### src/rtl/br_write_arbiter_pkg.sv
// Shared types for the register-bank write arbiter: default widths,
// scheduler state and the queued write request.
package br_write_arbiter_pkg;

  localparam int BR_AW = 5;
  localparam int BR_DW = 32;

  typedef enum logic {
    PRIO_A = 1'b0,
    PRIO_B = 1'b1
  } sched_state_t;

  typedef struct packed {
    logic [BR_AW-1:0] addr;
    logic [BR_DW-1:0] data;
  } wr_req_t;

endpackage

### src/rtl/br_wb_fifo.sv
// Per-requester writeback FIFO; head visible the cycle after push.
// ready is a function of count only, so a full FIFO refuses a push even while popping.
module br_wb_fifo
  import br_write_arbiter_pkg::*;
#(
  parameter int DEPTH = 2,
  parameter int AW    = BR_AW,
  parameter int DW    = BR_DW
) (
  input  logic                     clk,
  input  logic                     rst,
  input  logic                     push,
  input  logic [AW-1:0]            push_addr,
  input  logic [DW-1:0]            push_data,
  input  logic                     pop,
  output logic                     ready,
  output logic                     not_empty,
  output logic [AW-1:0]            head_addr,
  output logic [DW-1:0]            head_data,
  output logic [DEPTH-1:0]         ent_vld,
  output logic [DEPTH-1:0][AW-1:0] ent_addr
);

  localparam int PW = $clog2(DEPTH);

  logic [AW-1:0] addr_q [DEPTH];
  logic [DW-1:0] data_q [DEPTH];
  logic [PW-1:0] rd_ptr;
  logic [PW-1:0] wr_ptr;
  logic [PW:0]   count;
  logic          push_ok;
  logic          pop_ok;

  assign ready     = count < (PW+1)'(DEPTH);
  assign not_empty = count != '0;
  assign push_ok   = push && ready;
  assign pop_ok    = pop && not_empty;
  assign head_addr = addr_q[rd_ptr];
  assign head_data = data_q[rd_ptr];

  always_ff @(posedge clk) begin
    if (rst) begin
      rd_ptr <= '0;
      wr_ptr <= '0;
      count  <= '0;
    end else begin
      if (push_ok) wr_ptr <= wr_ptr + 1'b1;
      if (pop_ok)  rd_ptr <= rd_ptr + 1'b1;
      count <= count + (PW+1)'(push_ok) - (PW+1)'(pop_ok);
    end
  end

  // Storage needs no reset: validity is tracked by count and pointers.
  always_ff @(posedge clk) begin
    if (push_ok) begin
      addr_q[wr_ptr] <= push_addr;
      data_q[wr_ptr] <= push_data;
    end
  end

  // An entry is live when its distance from the read pointer is below count.
  always_comb begin
    ent_vld  = '0;
    ent_addr = '0;
    for (int i = 0; i < DEPTH; i++) begin
      ent_vld[i]  = {1'b0, PW'(i) - rd_ptr} < count;
      ent_addr[i] = addr_q[i];
    end
  end

endmodule

### src/rtl/br_write_arbiter.sv
// Round-robin arbiter draining two writeback FIFOs into the bank's single write port.
// Accept at edge N, head in cycle N+1, we=1 in cycle N+2; each requester backpressured by its own FIFO.
module br_write_arbiter
  import br_write_arbiter_pkg::*;
#(
  parameter int DEPTH = 2,
  parameter int AW    = BR_AW,
  parameter int DW    = BR_DW
) (
  input  logic               clk,
  input  logic               rst,
  input  logic               a_valid,
  input  logic [AW-1:0]      a_addr,
  input  logic [DW-1:0]      a_data,
  output logic               a_ready,
  input  logic               b_valid,
  input  logic [AW-1:0]      b_addr,
  input  logic [DW-1:0]      b_data,
  output logic               b_ready,
  output logic [AW-1:0]      wa,
  output logic [DW-1:0]      data_in,
  output logic               we,
  output logic [(1<<AW)-1:0] pending_mask
);

  sched_state_t            state;
  logic                    a_ne;
  logic                    b_ne;
  logic [AW-1:0]           a_head_addr;
  logic [AW-1:0]           b_head_addr;
  logic [DW-1:0]           a_head_data;
  logic [DW-1:0]           b_head_data;
  logic [DEPTH-1:0]        a_ent_vld;
  logic [DEPTH-1:0]        b_ent_vld;
  logic [DEPTH-1:0][AW-1:0] a_ent_addr;
  logic [DEPTH-1:0][AW-1:0] b_ent_addr;
  logic                    grant_a;
  logic                    grant_b;
  logic [AW-1:0]           sel_addr;
  logic [DW-1:0]           sel_data;

  br_wb_fifo #(.DEPTH(DEPTH), .AW(AW), .DW(DW)) u_fifo_a (
    .clk       (clk),
    .rst       (rst),
    .push      (a_valid),
    .push_addr (a_addr),
    .push_data (a_data),
    .pop       (grant_a),
    .ready     (a_ready),
    .not_empty (a_ne),
    .head_addr (a_head_addr),
    .head_data (a_head_data),
    .ent_vld   (a_ent_vld),
    .ent_addr  (a_ent_addr)
  );

  br_wb_fifo #(.DEPTH(DEPTH), .AW(AW), .DW(DW)) u_fifo_b (
    .clk       (clk),
    .rst       (rst),
    .push      (b_valid),
    .push_addr (b_addr),
    .push_data (b_data),
    .pop       (grant_b),
    .ready     (b_ready),
    .not_empty (b_ne),
    .head_addr (b_head_addr),
    .head_data (b_head_data),
    .ent_vld   (b_ent_vld),
    .ent_addr  (b_ent_addr)
  );

  assign grant_a  = a_ne && (!b_ne || state == PRIO_A);
  assign grant_b  = b_ne && !grant_a;
  assign sel_addr = grant_a ? a_head_addr : b_head_addr;
  assign sel_data = grant_a ? a_head_data : b_head_data;

  // Address-0 writes are popped like any other but never enable the bank.
  always_ff @(posedge clk) begin
    if (rst) begin
      state   <= PRIO_A;
      we      <= 1'b0;
      wa      <= '0;
      data_in <= '0;
    end else if (grant_a || grant_b) begin
      wa      <= sel_addr;
      data_in <= sel_data;
      we      <= sel_addr != '0;
      state   <= grant_a ? PRIO_B : PRIO_A;
    end else begin
      we <= 1'b0;
    end
  end

  always_comb begin
    pending_mask = '0;
    for (int i = 0; i < DEPTH; i++) begin
      if (a_ent_vld[i]) pending_mask[a_ent_addr[i]] = 1'b1;
      if (b_ent_vld[i]) pending_mask[b_ent_addr[i]] = 1'b1;
    end
    if (we) pending_mask[wa] = 1'b1;
    pending_mask[0] = 1'b0;
  end

endmodule

### config.mk
export PLATFORM = sky130hd
export DESIGN_NAME = br_write_arbiter
export DESIGN_NICKNAME = d
export VERILOG_FILES = /design/src/rtl/br_write_arbiter_pkg.sv /design/src/rtl/br_wb_fifo.sv /design/src/rtl/br_write_arbiter.sv
export SDC_FILE = /design/constraint.sdc
export NUM_CORES = 1
export LEC_CHECK = 0
export ABC_CLOCK_PERIOD_IN_PS = 3100
export BUFFER_PORTS_ARGS = -buffer_cell sky130_fd_sc_hd__buf_2
export CORE_UTILIZATION = 57
export CTS_CLUSTER_DIAMETER = 30
export DETAILED_ROUTE_END_ITERATION = 12
export HOLD_SLACK_MARGIN = 0.1
export PLACE_DENSITY = 0.87
export RECOVER_POWER = 50
export SLEW_MARGIN = 10
export SYNTH_ARGS = -nofsm -noshare
export SYNTH_HDL_FRONTEND = slang
export SYNTH_HIERARCHICAL = 1
export SYNTH_SLANG_ARGS = --single-unit
### constraint.sdc
create_clock -name clk -period 3.1 [get_ports clk]
set_input_delay 0.62 -clock clk [delete_from_list [all_inputs] [get_ports clk]]
set_output_delay 0.62 -clock clk [all_outputs]
set_load 0.02 [all_outputs]
==> results of run 1 <==
[critical path: stages, from the launching register on]
cell and delay (ns):
dfxtp_1 0.33, inv_1 0.13, o21ai_0 0.12, buf_4 0.17
nand4b_1 0.17, o22ai_1 0.13, or4_1 0.55, buf_2 0.19
[cell families (layout without fill, tap and decap cells)]
group / after synthesis / after routing / synth area share, %
AO/OA/AOI/OAI: 111 / 111 / 7.80
other: 1 / 2 / 0.0404
buffers and inverters: 39 / 207 / 3.47
multiplexers: 111 / 111 / 15.4
flip-flops: 197 / 197 / 58.5
adder cells (fa/ha/maj): 2 / 2 / 0.270
XOR/XNOR: 4 / 4 / 0.378
AND/OR/NAND/NOR: 216 / 216 / 14.1
[power by group]
group	leakage [nW]	switching, W	internal (W)
Clock	0.284	0.000925	0.00115
Combinational	1.91	0.00197	0.00148
Sequential	1.79	0.000480	0.00344
[placed cells by master, fill, tap and decap left out, types with 20 or more instances in the layout]
cell type and n:
buf_4 20, edfxtp_1 148, nand2_1 61, buf_2 88
o22ai_1 22, nor2_1 24, mux2_4 60, mux2i_1 36
clkbuf_1 63, o21ai_1 37, dfxtp_1 47
[how the worst max path moves through the flow]
stage / start / to / slack [ns] / cells after the start
floorplan: a_valid / u_fifo_a/addr_q[0][0]$_DFFE_PP_ / 0.39 / 2
global placement: u_fifo_a/count[1]$_SDFF_PP0_ / pending_mask[27] / 0.71 / 7
detailed placement: u_fifo_a/count[1]$_SDFF_PP0_ / pending_mask[27] / 0.70 / 7
CTS: u_fifo_b/count[1]$_SDFF_PP0_ / pending_mask[27] / 0.24 / 7
global route: u_fifo_b/count[1]$_SDFF_PP0_ / pending_mask[27] / 0.11 / 7
finish: u_fifo_b/count[1]$_SDFF_PP0_ / pending_mask[27] / 0.25 / 7
[cell type report]
| cell class | instances | share of cell area [%] |
|---|---|---|
| Sequential cell | 197 | 50.9 |
| Multi-Input combinational cell | 445 | 33.2 |
| Timing Repair Buffer | 169 | 7.84 |
| Clock buffer | 23 | 4.69 |
| Tap cell | 216 | 2.54 |
| Clock inverter | 9 | 0.622 |
| Inverter | 6 | 0.211 |
| Antenna cell | 1 | 0.0235 |
[synthesized netlist by cell type (15+ instances only)]
cell | count | area [sq um]
edfxtp_1 | 148 | 4440
nand2_1 | 61 | 229
mux2_4 | 60 | 901
dfxtp_1 | 49 | 981
o21ai_1 | 37 | 185
mux2i_1 | 36 | 360
nor2_1 | 24 | 90.1
o22ai_1 | 22 | 138
a22oi_1 | 19 | 143
nor2b_1 | 19 | 119
or3_1 | 17 | 106
nand3_1 | 16 | 80.1
buf_2 | 15 | 75.1
[through the flow]
stage	instances	hold slack [ns]	setup slack (ns)	cell area, sq um
global placement	1033	0.431	0.711	10200
finish	1066	0.379	0.254	10700
CTS	1065	0.364	0.238	10800
floorplan	681	0.485	0.390	9270
detailed placement	1033	0.438	0.702	10200
global route	1065	0.366	0.114	10700
[state kept, by name, summed over array words and instances, names as in the netlist, 2 cells and up, named ones only]
signal,count
wa,5
u_fifo_b/data_q,64
data_in,32
u_fifo_a/addr_q,10
u_fifo_b/addr_q,10
u_fifo_a/data_q,64
u_fifo_a/count,2
u_fifo_b/count,2
[per-layer routing]
metal | wire (um) | global-route usage (%) | share of wire [%] | vias up
met1 | 9030 | 34.1 | 37 | 3180
li1 | - | - | - | 2950
met3 | 1720 | 6.15 | 7.1 | 84
met5 | 0 | 0 | 0 | -
met4 | 988 | 15.7 | 4.1 | 0
met2 | 12300 | 51.9 | 51 | 371
==> flow_metrics.env, run 1 <==
export IMPL_clk_path_buf_depth=2
export IMPL_grt_antenna_before_repair=1
export IMPL_place_gp_congestion=0.969
export IMPL_fin_util_pct=67.1
export IMPL_reg2reg_depth=6
export IMPL_insertion_delay_ns=0.42
export IMPL_gr_total_overflow=0
export IMPL_tritoncts="yes"
export IMPL_cap_violations=0
export IMPL_grt_pass1_vias=6485
export IMPL_seq_area_sq_mm=0.00543
export IMPL_syn2layout_area_growth_pct=14.9
export IMPL_cp_arrival_ns=2.23
export IMPL_vias_per_cell=6.18
export IMPL_cp_data_required_time_ns=2.48
export IMPL_syn_inst=681
export IMPL_drt_first_pass_iters=8
export IMPL_synth_area_sq_mm=0.00927
export IMPL_ant_nets=0
export IMPL_fin_crit_ns=2.85
export IMPL_yosys_warnings=6
export IMPL_seq_area_frac_synth_pct=58.5
export IMPL_grt_max_degree=35
export IMPL_holdCritPathClass="input pin to flop"
export IMPL_rsz0062_at_grt="no"
export IMPL_worstReg2RegEnd="data_in[10]$_SDFFE_PP0N_"
export IMPL_yosys_cell_types_count=55
export IMPL_power_w=0.00944
export IMPL_max_freq_mhz=351
export IMPL_initial_core_util_pct=58.4
export IMPL_tns_ns=0
export IMPL_hold_viol=0
export IMPL_dieWidth_um=130
export IMPL_htreeDepth=4
export IMPL_hold_path_depth=1
export IMPL_grt_pass1_wl_um=36000
export IMPL_reg2reg_slack_ns=0.79
export IMPL_timing_rr_start="u_fifo_b/count[1]$_SDFF_PP0_"
export IMPL_n_fill_cell=1126
export IMPL_drc_errors=0
export IMPL_slew_violations=0
export IMPL_ys_flop_type="edfxtp_1"
export IMPL_grtUsageTotal_pct=29.5
export IMPL_critPathMaxFanout=8
export IMPL_clkTransAtPathRegs_ns=0.07
export IMPL_vias=6585
export IMPL_fin_skew_ns=0.00953
export IMPL_drt_iter0_drc=522
export IMPL_core_area_sq_mm=0.0159
export IMPL_ios=150
export IMPL_tightest_slew_ns=1.43
export IMPL_io_buffers=148
export IMPL_async_reset_ff_share_pct=0
export IMPL_status="completed"
export IMPL_cts_repair_resized=0
export IMPL_criticalPathCategory="flop to output pin"
export IMPL_cts_setup_buffers=0
export IMPL_p_leak_nw=3.98
export IMPL_cts_made_buffers=17
export IMPL_wl_per_cell_um=22.6
export IMPL_holdBufCountCts=0
export IMPL_crit_path_end_kind="output pin"
export IMPL_drt_total_wl_um=24100
export IMPL_synth_edff_count=148
export IMPL_critPathLaunchType="flop"
export IMPL_syn_avg_cell_area_sq_um=13.6
export IMPL_clock_sinks=197
export IMPL_row_count=46
export IMPL_syn_nets=761
export IMPL_finalSetupViolCount=0
export IMPL_num_nets_final=916
export IMPL_slew_headroom_pct=4.55
export IMPL_hp_start="a_data[31]"
export IMPL_die_h_um=130
export IMPL_dp_hpwl_um=16700
export IMPL_hold_end="u_fifo_a/data_q[0][31]$_DFFE_PP_"
export IMPL_clockRootBuffer="clkbuf_16"
export IMPL_min_period_over_period_pct=91.8
export IMPL_drive_gt1_share_pct=27.4
export IMPL_ys_ff_latch=197
export IMPL_worst_ir_drop_vdd_mv=0.590
export IMPL_p_per_area_mw_per_mm2=886
export IMPL_multiInputGateArea_sq_mm=0.00353
export IMPL_die_area_sq_mm=0.0168
(Power assumes the default switching activity.)
==> run 2: changes to the inputs <==
--- a/config.mk
+++ b/config.mk
@@ -7,11 +7,12 @@
 export LEC_CHECK = 0
 export ABC_CLOCK_PERIOD_IN_PS = 3100
 export BUFFER_PORTS_ARGS = -buffer_cell sky130_fd_sc_hd__buf_2
+export CORE_MARGIN = 2
 export CORE_UTILIZATION = 57
 export CTS_CLUSTER_DIAMETER = 30
 export DETAILED_ROUTE_END_ITERATION = 12
 export HOLD_SLACK_MARGIN = 0.1
-export PLACE_DENSITY = 0.87
+export PLACE_DENSITY_LB_ADDON = 0.08
 export RECOVER_POWER = 50
 export SLEW_MARGIN = 10
 export SYNTH_ARGS = -nofsm -noshare
==> flow_metrics.env, run 2 (same netlist as run 1, synthesis figures left out) <==
export IMPL_worstReg2RegEnd="u_fifo_a/data_q[0][26]$_DFFE_PP_"
export IMPL_clkPwrFrac_pct=22.7
export IMPL_drt_total_wl_um=23800
export IMPL_fin_util_pct=67.3
export IMPL_clkTransAtPathRegs_ns=0.07
export IMPL_grt_pass1_vias=6666
export IMPL_cp_arrival_ns=2.42
export IMPL_drc_errors=0
export IMPL_vias_per_cell=6.11
export IMPL_core_area_sq_mm=0.0159
export IMPL_ios=150
export IMPL_tritoncts="yes"
export IMPL_gr_total_overflow=0
export IMPL_cpMaxStageDelayCell="o21ai_1"
export IMPL_cp_data_required_time_ns=2.48
export IMPL_drt_iter0_drc=672
export IMPL_hold_viol=0
export IMPL_grt_pass1_wl_um=37200
export IMPL_pwr_share_comb_pct=36.5
export IMPL_place_inst=1032
export IMPL_drt_first_pass_iters=8
export IMPL_clockRootBuffer="clkbuf_16"
export IMPL_cap_violations=1
export IMPL_fin_crit_ns=3.04
export IMPL_finalSetupViolCount=0
export IMPL_criticalPathCategory="flop to output pin"
export IMPL_p_int_w=0.00609
export IMPL_power_switching_w=0.00345
export IMPL_final_cell_mix="edfxtp_1, buf_2, nand2_1"
export IMPL_clock_sinks=197
export IMPL_die_h_um=132
export IMPL_critical_path_max_stage_delay_ns=0.62
export IMPL_dp_hpwl_um=16400
export IMPL_place_gp_congestion=1.02
export IMPL_timing_rr_start="u_fifo_a/count[1]$_SDFF_PP0_"
export IMPL_holdCritPathClass="input pin to flop"
export IMPL_htreeDepth=4
export IMPL_critPathMaxFanout=8
export IMPL_tns_ns=0
export IMPL_crit_cells=6
export IMPL_clk_path_buf_depth=2
export IMPL_grt_max_degree=33
export IMPL_reg2reg_slack_ns=0.74
export IMPL_worst_ir_drop_vdd_mv=0.575
export IMPL_syn2layout_area_growth_pct=15.3
export IMPL_fin_skew_ns=0.0134
export IMPL_reg_top3="u_fifo_a/data_q (64), u_fifo_b/data_q (64), data_in (32)"
export IMPL_grt_antenna_before_repair=1
export IMPL_grtUsageTotal_pct=27.8
export IMPL_num_nets_final=915
export IMPL_wl_per_cell_um=22.3
export IMPL_dieWidth_um=132
export IMPL_status="finished, violations left"
export IMPL_cp_top_family="compound AO/OA/AOI/OAI gates"
export IMPL_vias=6507
export IMPL_cts_made_buffers=17
export IMPL_min_period_over_period_pct=98.0
export IMPL_max_freq_mhz=329
export IMPL_slew_violations=15
export IMPL_p_sw_share_pct=36.2
export IMPL_layout_commonest_cell="edfxtp_1"
export IMPL_critPathLaunchType="flop"
export IMPL_power_frac_seq_pct=40.9
export IMPL_cts_setup_buffers=0
export IMPL_rsz0062_at_grt="no"
export IMPL_p_per_area_mw_per_mm2=892
export IMPL_row_count=46
export IMPL_final_cells=1065
export IMPL_slew_headroom_pct=-7.95
export IMPL_die_area_sq_mm=0.0173
export IMPL_crit_buf_inv=2
export IMPL_io_buffers=148
export IMPL_insertion_delay_ns=0.43
export IMPL_ant_nets=0
export IMPL_crit_start="u_fifo_b/count[0]$_SDFF_PP0_"
export IMPL_reg2reg_depth=3
export IMPL_crit_chain="inv_1 > o21ai_1 > nand4b_1 > o32ai_1 > or4b_1 > buf_2"
export IMPL_p_leak_nw=4.00
export IMPL_initial_core_util_pct=58.4
export IMPL_hp_start="a_data[22]"
export IMPL_crit_path_end_kind="output pin"
export IMPL_drive_gt1_share_pct=28.3
export IMPL_tightest_slew_ns=1.61
export IMPL_critPathCapture="pending_mask[12]"
export IMPL_violations="max-capacitance violations, max-slew violations"
-- run 2: cell count changes in the layout (fill, tap and decap cells not counted), sizes merged --
cell | previous run | this run
buf | 109 | 113
bufinv | 0 | 1
clkbuf | 83 | 72
clkinv | 6 | 7
clkinvlp | 0 | 2
inv | 9 | 11
-- run 2: layout make-up --
cell class,count,area (sq um)
Sequential cell,197,5430
Antenna cell,1,2.50
Clock inverter,15,166
Fill cell,1211,5190
Tap cell,216,270
Inverter,6,22.5
Clock buffer,17,425
Multi-Input combinational cell,445,3540
Timing Repair Buffer,168,835
-- run 2: repair_timing --
item	4_1_cts	5_1_grt
hold buffers	0	0
gates resized for setup	1	1
endpoints found under the setup margin	27	2
-- run 2: power by group through the flow --
| stage | Clock [W] | Sequential, W | Combinational, W |
|---|---|---|---|
| floorplan | 0 | 0.00388 | 0.00264 |
| global placement | 0 | 0.00391 | 0.00341 |
| detailed placement | 0 | 0.00393 | 0.00348 |
| CTS | 0.00219 | 0.00388 | 0.00352 |
| global route | 0.00229 | 0.00396 | 0.00371 |
| finish | 0.00216 | 0.00390 | 0.00348 |
-- run 2: stage by stage --
| step | power [W] | cell area, sq um | hold WS [ns] | worst slack, ns |
|---|---|---|---|---|
| finish | 0.00954 | 10700 | 0.369 | 0.0607 |
| global route | 0.00996 | 10700 | 0.355 | 0.0137 |
| CTS | 0.00959 | 10800 | 0.353 | 0.133 |
| detailed placement | 0.00741 | 10200 | 0.441 | 0.390 |
| global placement | 0.00731 | 10200 | 0.431 | 0.372 |
| floorplan | 0.00652 | 9270 | 0.485 | 0.390 |
-- run 2: layer usage --
metal	up-vias	track usage, %	wire (um)
li1	2944	-	-
met1	3204	35.5	9950
met2	283	45.9	11600
met3	76	5.63	1420
met4	0	12.3	822
met5	-	0	0
-- run 2: worst min-delay path by stage --
| stage | to | slack, ns | depth (start not counted) |
|---|---|---|---|
| after global placement | data_in[6]$_SDFFE_PP0N_ | 0.43 | 2 |
| after global routing | u_fifo_b/data_q[1][12]$_DFFE_PP_ | 0.35 | 1 |
| after floorplan | state$_SDFFE_PP0N_ | 0.49 | 2 |
| after CTS | u_fifo_b/data_q[1][12]$_DFFE_PP_ | 0.35 | 1 |
| final | u_fifo_a/data_q[0][22]$_DFFE_PP_ | 0.37 | 1 |
| after detailed placement | data_in[6]$_SDFFE_PP0N_ | 0.44 | 2 |
-- run 2: worst register-to-register path: stages (launching register included) --
cell	delay, ns
dfxtp_1	0.34
nand2b_1	0.20
nor2_1	1.21
buf_12	0.30
==> run 3: changes to the inputs <==
--- a/config.mk
+++ b/config.mk
@@ -12,7 +12,7 @@
 export CTS_CLUSTER_DIAMETER = 30
 export DETAILED_ROUTE_END_ITERATION = 12
 export HOLD_SLACK_MARGIN = 0.1
-export PLACE_DENSITY_LB_ADDON = 0.08
+export PLACE_DENSITY = 0.83
 export RECOVER_POWER = 50
 export SLEW_MARGIN = 10
 export SYNTH_ARGS = -nofsm -noshare
==> flow_metrics.env, run 3 (same netlist as run 1, synthesis figures left out) <==
export IMPL_slew_violations=24
export IMPL_clockRootBuffer="clkbuf_16"
export IMPL_num_nets_final=913
export IMPL_diodes=0
export IMPL_cp_arrival_ns=2.28
export IMPL_wl_per_cell_um=22.9
export IMPL_hp_start="a_data[10]"
export IMPL_reg2reg_depth=3
export IMPL_tritoncts="yes"
export IMPL_fin_skew_ns=0.0142
export IMPL_vias_per_cell=6.19
export IMPL_cts_made_buffers=17
export IMPL_io_buffers=148
export IMPL_drc_errors=0
export IMPL_cp_data_required_time_ns=2.48
export IMPL_syn2layout_area_growth_pct=14.6
export IMPL_grt_pass1_wl_um=37300
export IMPL_timing_hold_ws_ns=0.372
export IMPL_fin_crit_ns=2.90
export IMPL_crit_path_end_kind="output pin"
export IMPL_rsz0062_at_grt="no"
export IMPL_grt_pass1_vias=6746
export IMPL_critPathLaunchType="flop"
export IMPL_final_cell_mix="edfxtp_1, buf_2, clkbuf_1"
export IMPL_core_area_sq_mm=0.0159
export IMPL_dieWidth_um=132
export IMPL_clk_path_buf_depth=2
export IMPL_grt_max_degree=36
export IMPL_crit_chain="nand2b_1 > o22ai_1 > or4_1 > buf_2"
export IMPL_row_count=46
export IMPL_fin_util_pct=66.9
export IMPL_hold_end="u_fifo_a/data_q[0][10]$_DFFE_PP_"
export IMPL_p_leak_nw=3.93
export IMPL_criticalPathCategory="flop to output pin"
export IMPL_die_area_sq_mm=0.0173
export IMPL_crit_buf_inv=1
export IMPL_reg_top3="u_fifo_a/data_q (64), u_fifo_b/data_q (64), data_in (32)"
export IMPL_worst_ir_drop_vdd_mv=0.555
export IMPL_cts_setup_buffers=0
export IMPL_drt_iter0_drc=662
export IMPL_hold_path_depth=1
export IMPL_insertion_delay_ns=0.43
export IMPL_worstReg2RegEnd="u_fifo_a/data_q[1][2]$_DFFE_PP_"
export IMPL_finalSetupViolCount=0
export IMPL_power_w=0.00945
export IMPL_die_h_um=132
export IMPL_slew_headroom_pct=-2.02
export IMPL_critPathMaxFanout=12
export IMPL_p_per_area_mw_per_mm2=889
export IMPL_holdCritPathClass="input pin to flop"
export IMPL_place_gp_congestion=0.952
export IMPL_min_period_over_period_pct=93.7
export IMPL_critical_path_max_stage_delay_ns=0.67
export IMPL_grtUsageTotal_pct=28.0
export IMPL_reg2reg_slack_ns=0.36
export IMPL_status="finished, violations left"
export IMPL_dp_hpwl_um=16900
export IMPL_gr_total_overflow=0
export IMPL_max_freq_mhz=344
export IMPL_cpMaxStageDelayCell="edfxtp_1"
export IMPL_tightest_slew_ns=1.53
export IMPL_clock_sinks=197
export IMPL_drt_total_wl_um=24400
export IMPL_vias=6573
export IMPL_tns_ns=0
export IMPL_ant_nets=0
export IMPL_grt_antenna_before_repair=1
export IMPL_holdBufCountCts=0
export IMPL_violations="max-capacitance violations, max-slew violations"
export IMPL_drive_gt1_share_pct=26.7
export IMPL_clkTransAtPathRegs_ns=0.08
export IMPL_cp_top_family="simple AND/OR/NAND/NOR gates"
export IMPL_htreeDepth=4
export IMPL_layout_commonest_cell="edfxtp_1"
export IMPL_initial_core_util_pct=58.4
export IMPL_drt_first_pass_iters=7
export IMPL_cap_violations=1
export IMPL_ios=150
export IMPL_n_fill_cell=1186
export IMPL_timing_rr_start="u_fifo_a/count[1]$_SDFF_PP0_"
export IMPL_hold_viol=0
run 3: repair_timing:
item | in CTS | in global routing
pin swaps | 0 | 0
endpoints found under the setup margin | 1 | 30
resized for setup | 1 | 3
run 3: power breakdown:
part	internal [W]	total, W	switching (W)
Clock	0.00112	0.00209	0.000966
Combinational	0.00146	0.00342	0.00196
Sequential	0.00344	0.00394	0.000493
Total	0.00603	0.00945	0.00342
run 3: worst max-delay path by stage:
stage,startpoint,endpoint,slack [ns],depth (start not counted)
finish,u_fifo_b/addr_q[0][1]$_DFFE_PP_,pending_mask[25],0.20,4
global route,u_fifo_b/count[0]$_SDFF_PP0_,pending_mask[20],0.03,6
CTS,u_fifo_b/count[0]$_SDFF_PP0_,pending_mask[20],0.03,6
detailed placement,u_fifo_b/count[0]$_SDFF_PP0_,pending_mask[20],0.51,6
global placement,u_fifo_a/count[0]$_SDFF_PP0_,pending_mask[3],0.43,7
floorplan,a_valid,u_fifo_a/addr_q[0][0]$_DFFE_PP_,0.39,2
run 3: final cells by class:
class	instances	area, sq um	area share [%]
clock buffer	19	433	4.07
multi-input combinational	445	3550	33.4
sequential	197	5430	51.1
inverter	6	22.5	0.212
timing repair buffer	166	803	7.56
tap	216	270	2.54
clock inverter	13	126	1.19
run 3: stage by stage:
stage          setup WS, ns  area (sq um)  instances
6_report              0.197         10600       1062
5_1_grt              0.0342         10600       1062
4_1_cts              0.0305         10700       1062
3_5_place_dp          0.511         10200       1030
3_3_place_gp          0.432         10200       1030
2_1_floorplan         0.390          9270        681
run 3: layer usage:
| metal | part of all wire, % | up-vias | wire length, um | GRT usage, % |
|---|---|---|---|---|
| met5 | 0.053 | - | 13 | 0 |
| met4 | 3.6 | 2 | 873 | 12.4 |
| met3 | 8.6 | 73 | 2100 | 7.06 |
| met2 | 48 | 380 | 11600 | 45.9 |
| met1 | 40 | 3190 | 9750 | 35.2 |
| li1 | - | 2928 | - | - |
